$ cat src/rtl/spi_mode_master_pkg.sv
// rtl/spi_mode_master_pkg.sv - FSM encodings, SPI mode constants and default sizes for spi_mode_master
package spi_mode_master_pkg;

  localparam int DEF_DATA_W   = 16;
  localparam int DEF_NUM_CS   = 4;
  localparam int DEF_CLKDIV_W = 8;

  localparam logic [2:0] ST_IDLE  = 3'd0;
  localparam logic [2:0] ST_LEAD  = 3'd1;
  localparam logic [2:0] ST_XFER  = 3'd2;
  localparam logic [2:0] ST_TRAIL = 3'd3;
  localparam logic [2:0] ST_DONE  = 3'd4;

  // Mode constants are {cpol, cpha}
  localparam logic [1:0] SPI_MODE0 = 2'b00;
  localparam logic [1:0] SPI_MODE1 = 2'b01;
  localparam logic [1:0] SPI_MODE2 = 2'b10;
  localparam logic [1:0] SPI_MODE3 = 2'b11;

endpackage

$ cat src/rtl/spi_half_tick.sv
// rtl/spi_half_tick.sv - loadable down-counter giving a 1-cycle tick every (load_value+1) enabled cycles
module spi_half_tick #(
  parameter int W = 8
) (
  input  logic         clock,
  input  logic         resetn,
  input  logic         load,
  input  logic [W-1:0] load_value,
  input  logic         en,
  output logic         tick
);

  logic [W-1:0] reload;
  logic [W-1:0] count;

  always_ff @(posedge clock or negedge resetn) begin
    if (!resetn) begin
      reload <= '0;
      count  <= '0;
    end else if (load) begin
      reload <= load_value;
      count  <= load_value;
    end else if (en) begin
      count <= (count == '0) ? reload : count - 1'b1;
    end
  end

  // Tick marks the last cycle of each half-period, so the FSM acts on it at the following edge
  assign tick = en && (count == '0);

endmodule

$ cat src/rtl/spi_mode_master.sv
// rtl/spi_mode_master.sv - four-mode SPI master with runtime SCLK divider and one-hot active-low chip selects
module spi_mode_master
  import spi_mode_master_pkg::*;
#(
  parameter int DATA_W   = DEF_DATA_W,
  parameter int NUM_CS   = DEF_NUM_CS,
  parameter int CLKDIV_W = DEF_CLKDIV_W,
  localparam int CS_W    = (NUM_CS > 1) ? $clog2(NUM_CS) : 1
) (
  input  logic                clock,
  input  logic                resetn,
  input  logic                start,
  input  logic                cpol,
  input  logic                cpha,
  input  logic [CLKDIV_W-1:0] clk_div,
  input  logic [CS_W-1:0]     cs_sel,
  input  logic [DATA_W-1:0]   tx_data,
  output logic                busy,
  output logic                done,
  output logic [DATA_W-1:0]   rx_data,
  output logic                sclk,
  output logic                mosi,
  input  logic                miso,
  output logic [NUM_CS-1:0]   cs_n
);

  localparam int EDGE_W = $clog2(2 * DATA_W) + 1;
  localparam logic [EDGE_W-1:0] LAST_EDGE = EDGE_W'(2 * DATA_W - 1);

  logic [2:0]        state;
  logic              cpol_q;
  logic              cpha_q;
  logic [DATA_W-1:0] tx_sr;
  logic [DATA_W-1:0] rx_sr;
  logic [EDGE_W-1:0] edge_cnt;
  logic              tick;
  logic              accept;
  logic              tick_en;
  logic              sample_on_rise;
  logic              sample_edge;

  assign accept  = start && (state == ST_IDLE);
  assign tick_en = (state == ST_LEAD) || (state == ST_XFER) || (state == ST_TRAIL);
  assign busy    = (state != ST_IDLE);
  assign done    = (state == ST_DONE);

  // Rising SCLK is the sample edge when cpol ^ cpha == 0; every other edge drives mosi
  assign sample_on_rise = ({cpol_q, cpha_q} == SPI_MODE0) || ({cpol_q, cpha_q} == SPI_MODE3);
  assign sample_edge    = ((sclk == 1'b0) == sample_on_rise);

  spi_half_tick #(
    .W(CLKDIV_W)
  ) u_half_tick (
    .clock      (clock),
    .resetn     (resetn),
    .load       (accept),
    .load_value (clk_div),
    .en         (tick_en),
    .tick       (tick)
  );

  always_ff @(posedge clock or negedge resetn) begin
    if (!resetn) begin
      state    <= ST_IDLE;
      cpol_q   <= 1'b0;
      cpha_q   <= 1'b0;
      tx_sr    <= '0;
      rx_sr    <= '0;
      rx_data  <= '0;
      edge_cnt <= '0;
      sclk     <= 1'b0;
      mosi     <= 1'b0;
      cs_n     <= '1;
    end else begin
      case (state)
        ST_IDLE: begin
          sclk     <= cpol;
          mosi     <= 1'b0;
          cs_n     <= '1;
          edge_cnt <= '0;
          if (start) begin
            state  <= ST_LEAD;
            cpol_q <= cpol;
            cpha_q <= cpha;
            for (int i = 0; i < NUM_CS; i++) begin
              cs_n[i] <= (int'(cs_sel) != i);
            end
            // cpha=0 presents the MSB before the first edge; cpha=1 waits for the first leading edge
            if (cpha) begin
              tx_sr <= tx_data;
            end else begin
              mosi  <= tx_data[DATA_W-1];
              tx_sr <= {tx_data[DATA_W-2:0], 1'b0};
            end
          end
        end
        ST_LEAD: begin
          if (tick) state <= ST_XFER;
        end
        ST_XFER: begin
          if (tick) begin
            sclk     <= ~sclk;
            edge_cnt <= edge_cnt + 1'b1;
            if (sample_edge) begin
              rx_sr <= {rx_sr[DATA_W-2:0], miso};
            end else begin
              mosi  <= tx_sr[DATA_W-1];
              tx_sr <= {tx_sr[DATA_W-2:0], 1'b0};
            end
            if (edge_cnt == LAST_EDGE) state <= ST_TRAIL;
          end
        end
        ST_TRAIL: begin
          if (tick) begin
            state   <= ST_DONE;
            rx_data <= rx_sr;
            cs_n    <= '1;
          end
        end
        ST_DONE: begin
          state <= ST_IDLE;
          sclk  <= cpol_q;
          mosi  <= 1'b0;
          cs_n  <= '1;
        end
        default: state <= ST_IDLE;
      endcase
    end
  end

endmodule

$ cat config.mk
export PLATFORM = sky130hd
export DESIGN_NAME = spi_mode_master
export DESIGN_NICKNAME = d
export VERILOG_FILES = /design/src/rtl/spi_mode_master_pkg.sv /design/src/rtl/spi_half_tick.sv /design/src/rtl/spi_mode_master.sv
export SDC_FILE = /design/constraint.sdc
export NUM_CORES = 1
export LEC_CHECK = 0
export ABC_AREA = 1
export BUFFER_PORTS_ARGS = -buffer_cell sky130_fd_sc_hd__buf_2
export CELL_PAD_IN_SITES_DETAIL_PLACEMENT = 0
export CELL_PAD_IN_SITES_GLOBAL_PLACEMENT = 1
export CORE_AREA = 4 4 97 108
export DETAILED_ROUTE_END_ITERATION = 8
export DIE_AREA = 0 0 101 112
export PLACE_DENSITY = 0.93
export REMOVE_ABC_BUFFERS = 1
export SETUP_SLACK_MARGIN = 0.3
export SYNTH_ARGS = -nofsm -noshare
export SYNTH_HDL_FRONTEND = slang
export SYNTH_SLANG_ARGS = --single-unit
$ cat constraint.sdc
create_clock -name clock -period 2.7 [get_ports clock]
set_clock_uncertainty 0.1 [all_clocks]
set_input_delay 0.405 -clock clock [delete_from_list [all_inputs] [get_ports clock]]
set_output_delay 0.405 -clock clock [all_outputs]
set_load 0.01 [all_outputs]
==> impl_metrics.py <==
metrics = {
    "timing": {
        "slew_headroom_pct": 34.97,
        "tns_ns": 0,
        "fin_ws_ns": 0.4734,
        "fin_crit_ns": 2.227,
        "rsz0062_at_grt": "no",
        "setup_viol": 0,
        "final-hold-violation-count": 0,
        "finalMaxSlewViolations": 0,
        "tightestPinTransition_ns": 0.9754,
        "fmax_ghz": 0.4491,
        "fin_crit_sh_pct": 82.47,
    },
    "logic_synthesis": {
        "netlist_area_mm2": 0.004293,
        "synth-seq-cells": 81,
        "synth_top_area_share_pct": 44.88,
        "ys_top_cells_by_area": "dfrtp_1 45%, nand2_1 13%, o21ai_2 6.3%",
        "syn_inst": 518,
        "synth_warnings": 0,
        "syn_avg_cell_area_um2": 8.287,
        "ys_seq_area_share_pct": 47.33,
        "ys_types": 33,
        "yosysTopAreaCell": "dfrtp_1",
    },
    "critical_path": {
        "critPathArrivalTime_ns": 2.34,
        "crit_chain": "inv_1, ha_1, nand2_1, inv_2, nand2_4, nor2_2, nand2_2, nand2_1, o21ai_2",
        "critPathTopFamily": "simple AND/OR/NAND/NOR gates",
        "max_stage_delay_ns": 0.47,
        "path_buf_inv": 2,
        "startpoint_type": "flop",
        "critPathRequiredTime_ns": 2.81,
        "rrSetupSlack_ns": 0.47,
        "end_kind": "flop",
        "critPathMaxFanout": 31,
        "crit_slowest_cell": "nand2_2",
        "cp_common_cell": "nand2_1",
        "path_class": "reg -> reg",
    },
    "drt": {
        "wl_per_cell_um": 12.21,
        "totalWireLength_um": 8398,
        "vias_per_cell": 4.958,
        "vias": 3411,
        "drc_errors": 0,
        "first_pass_iters": 4,
        "drtIter0Drc": 151,
        "postRouteAntennaNets": 0,
    },
    "status": {
        "outcome": "finished, final reports clean",
    },
    "grt": {
        "overflow": 0,
        "grt_pass1_vias": 3353,
        "grt_max_degree": 79,
        "grt_pass1_wl_um": 15030,
        "grt_util_all_layers_pct": 16.08,
        "antenna_found_initial": 0,
    },
    "clock_tree": {
        "ctsResizeCount": 0,
        "clockBufferDepth": 2,
        "htree_levels": 3,
        "cts-root-buf": "clkbuf_8",
        "clock-sinks": 81,
        "numCtsBuffers": 9,
        "cts_tree": "yes",
        "postCtsSetupBuffers": 0,
        "clk_latency_ns": 0.35,
        "holdBufCountCts": 0,
        "path_clk_slew_ns": 0.09,
    },
    "pwr": {
        "p_comb_share_pct": 41.2,
        "intPower_mw": 2.649,
        "p_sw_share_pct": 42.59,
        "p_clk_share_pct": 19.6,
        "power_leakage_nw": 2.468,
        "p_switching_mw": 1.965,
        "peakVddDrop_v": 0.0003916,
        "power.total_mw": 4.613,
        "powerDensity_mw_per_mm2": 963.4,
        "pwr-share-seq_pct": 39.3,
    },
    "die": {
        "dieArea_mm2": 0.01131,
        "initial_utilization_pct": 46.13,
        "io_pins": 56,
        "core_mm2": 0.009305,
        "die_w_um": 101,
        "placementRows": 37,
        "die_h_um": 112,
    },
    "place": {
        "place_inst": 672,
        "finalWeightedCongestion": 0.7999,
        "dp_hpwl_um": 5972,
        "dpl_worst_slack_ns": 0.4867,
        "port_buffers": 55,
    },
    "flow_run": {
        "maxCapViolCount": 0,
    },
    "layout": {
        "drive_gt1_share_pct": 28.20,
        "fin_nets": 601,
        "areaGrowthSynthToFinish_pct": 11.54,
        "final_cells": 688,
        "diodes": 0,
    },
    "min_path": {
        "hp-class": "in -> async",
    },
}
synth_stat cells, drive strengths merged:
| cell | number |
|---|---|
| dfstp | 4 |
| nand2 | 181 |
| clkinv | 1 |
| nor2 | 37 |
| ha | 3 |
| dfrtp | 77 |
| clkbuf | 3 |
| nand3b | 2 |
| buf | 16 |
| inv | 56 |
| xnor2 | 1 |
| xor2 | 1 |
| o221ai | 1 |
| nand4 | 4 |
| o21ai | 74 |
| a21oi | 14 |
| nand3 | 43 |
final timing paths:
kind / startpoint / to / cells past startpoint
setup reg to reg: u_half_tick.count[0] / rx_sr[1] / 9
min in group clock: clk_div[5] / u_half_tick.reload[5] / 3
setup / recovery: u_half_tick.count[0] / rx_sr[1] / 9
hold / removal: resetn / u_half_tick.count[1] / 1
max in group asynchronous: resetn / cs_n[3] / 2
hold reg to reg: u_half_tick.reload[7] / u_half_tick.reload[7] / 2
worst reg2reg max path, stage by stage, from the launching register on:
cell and delay (ns):
dfrtp_1 0.40, inv_1 0.16, ha_1 0.18, nand2_1 0.10, inv_2 0.12, nand2_4 0.11
nor2_2 0.13, nand2_2 0.47, nand2_1 0.24, o21ai_2 0.07
layout by cell type, fill, tap and decap left out, types with 2 or more instances in the layout:
cell type / instances
nand2_1: 145
dfrtp_1: 77
buf_2: 54
inv_1: 49
nand3_1: 40
o21ai_0: 35
nand2_2: 32
o21ai_2: 31
nor2_1: 30
a21oi_1: 14
clkbuf_8: 9
o21ai_1: 8
inv_2: 5
nand4_1: 4
dfstp_2: 4
nor2_2: 3
nor2_4: 3
nand2_4: 3
inv_6: 3
ha_1: 3
nand3_4: 2
clkinv_4: 2
buf_4: 2
power by group through the flow:
| stage | Sequential, mW | Combinational [mW] | Clock (mW) |
|---|---|---|---|
| after floorplan | 1.80 | 1.51 | 0 |
| after global placement | 1.82 | 1.88 | 0 |
| after detailed placement | 1.83 | 1.93 | 0 |
| after global routing | 1.85 | 2.19 | 0.984 |
| after CTS | 1.81 | 1.93 | 0.931 |
| final | 1.81 | 1.90 | 0.903 |
layer usage:
layer / track usage [%] / wire length (um) / vias to the layer above
met5: 0 / 0 / -
met1: 21.09 / 3875 / 1594
met4: 3.457 / 78 / 0
met3: 4.261 / 402 / 6
met2: 26.66 / 4042 / 73
li1: - / - / 1738
registers in the layout, indices dropped and copies added, names as in the netlist:
| register | count |
|---|---|
| cpol_q | 1 |
| state | 3 |
| mosi | 1 |
| edge_cnt | 6 |
| u_half_tick.reload | 8 |
| sclk | 1 |
| cs_n | 4 |
| rx_data | 16 |
| tx_sr | 16 |
| cpha_q | 1 |
| u_half_tick.count | 8 |
| rx_sr | 16 |
cell families (layout without fill, tap and decap cells):
kind of cell	count (synthesis)	after routing	share of synthesized area [%]
simple gates	267	267	29.85
flops	81	81	47.33
fa+ha+maj	3	3	0.8745
compound gates	89	89	13.17
xor+xnor	2	2	0.4081
buf+inv	76	129	8.365
cell type report:
| type | instances | area (um2) |
|---|---|---|
| multi-input combinational | 361 | 1902 |
| tap | 117 | 146.4 |
| sequential | 81 | 2032 |
| clock buffer | 9 | 123.9 |
| timing repair buffer | 56 | 285.3 |
| clock inverter | 7 | 77.57 |
| fill | 907 | 4517 |
| inverter | 57 | 221.5 |
per-stage QoR:
stage	util [%]	instance area, um2	hold slack, ns
2_1_floorplan	-	4155	0.009409
3_3_place_gp	49.29	4587	0.3542
3_5_place_dp	49.29	4587	0.3636
4_1_cts	51.46	4788	0.1529
5_1_grt	51.46	4788	0.1735
6_report	51.46	4788	0.09725
No activity file was read; power rests on OpenSTA's default activity.
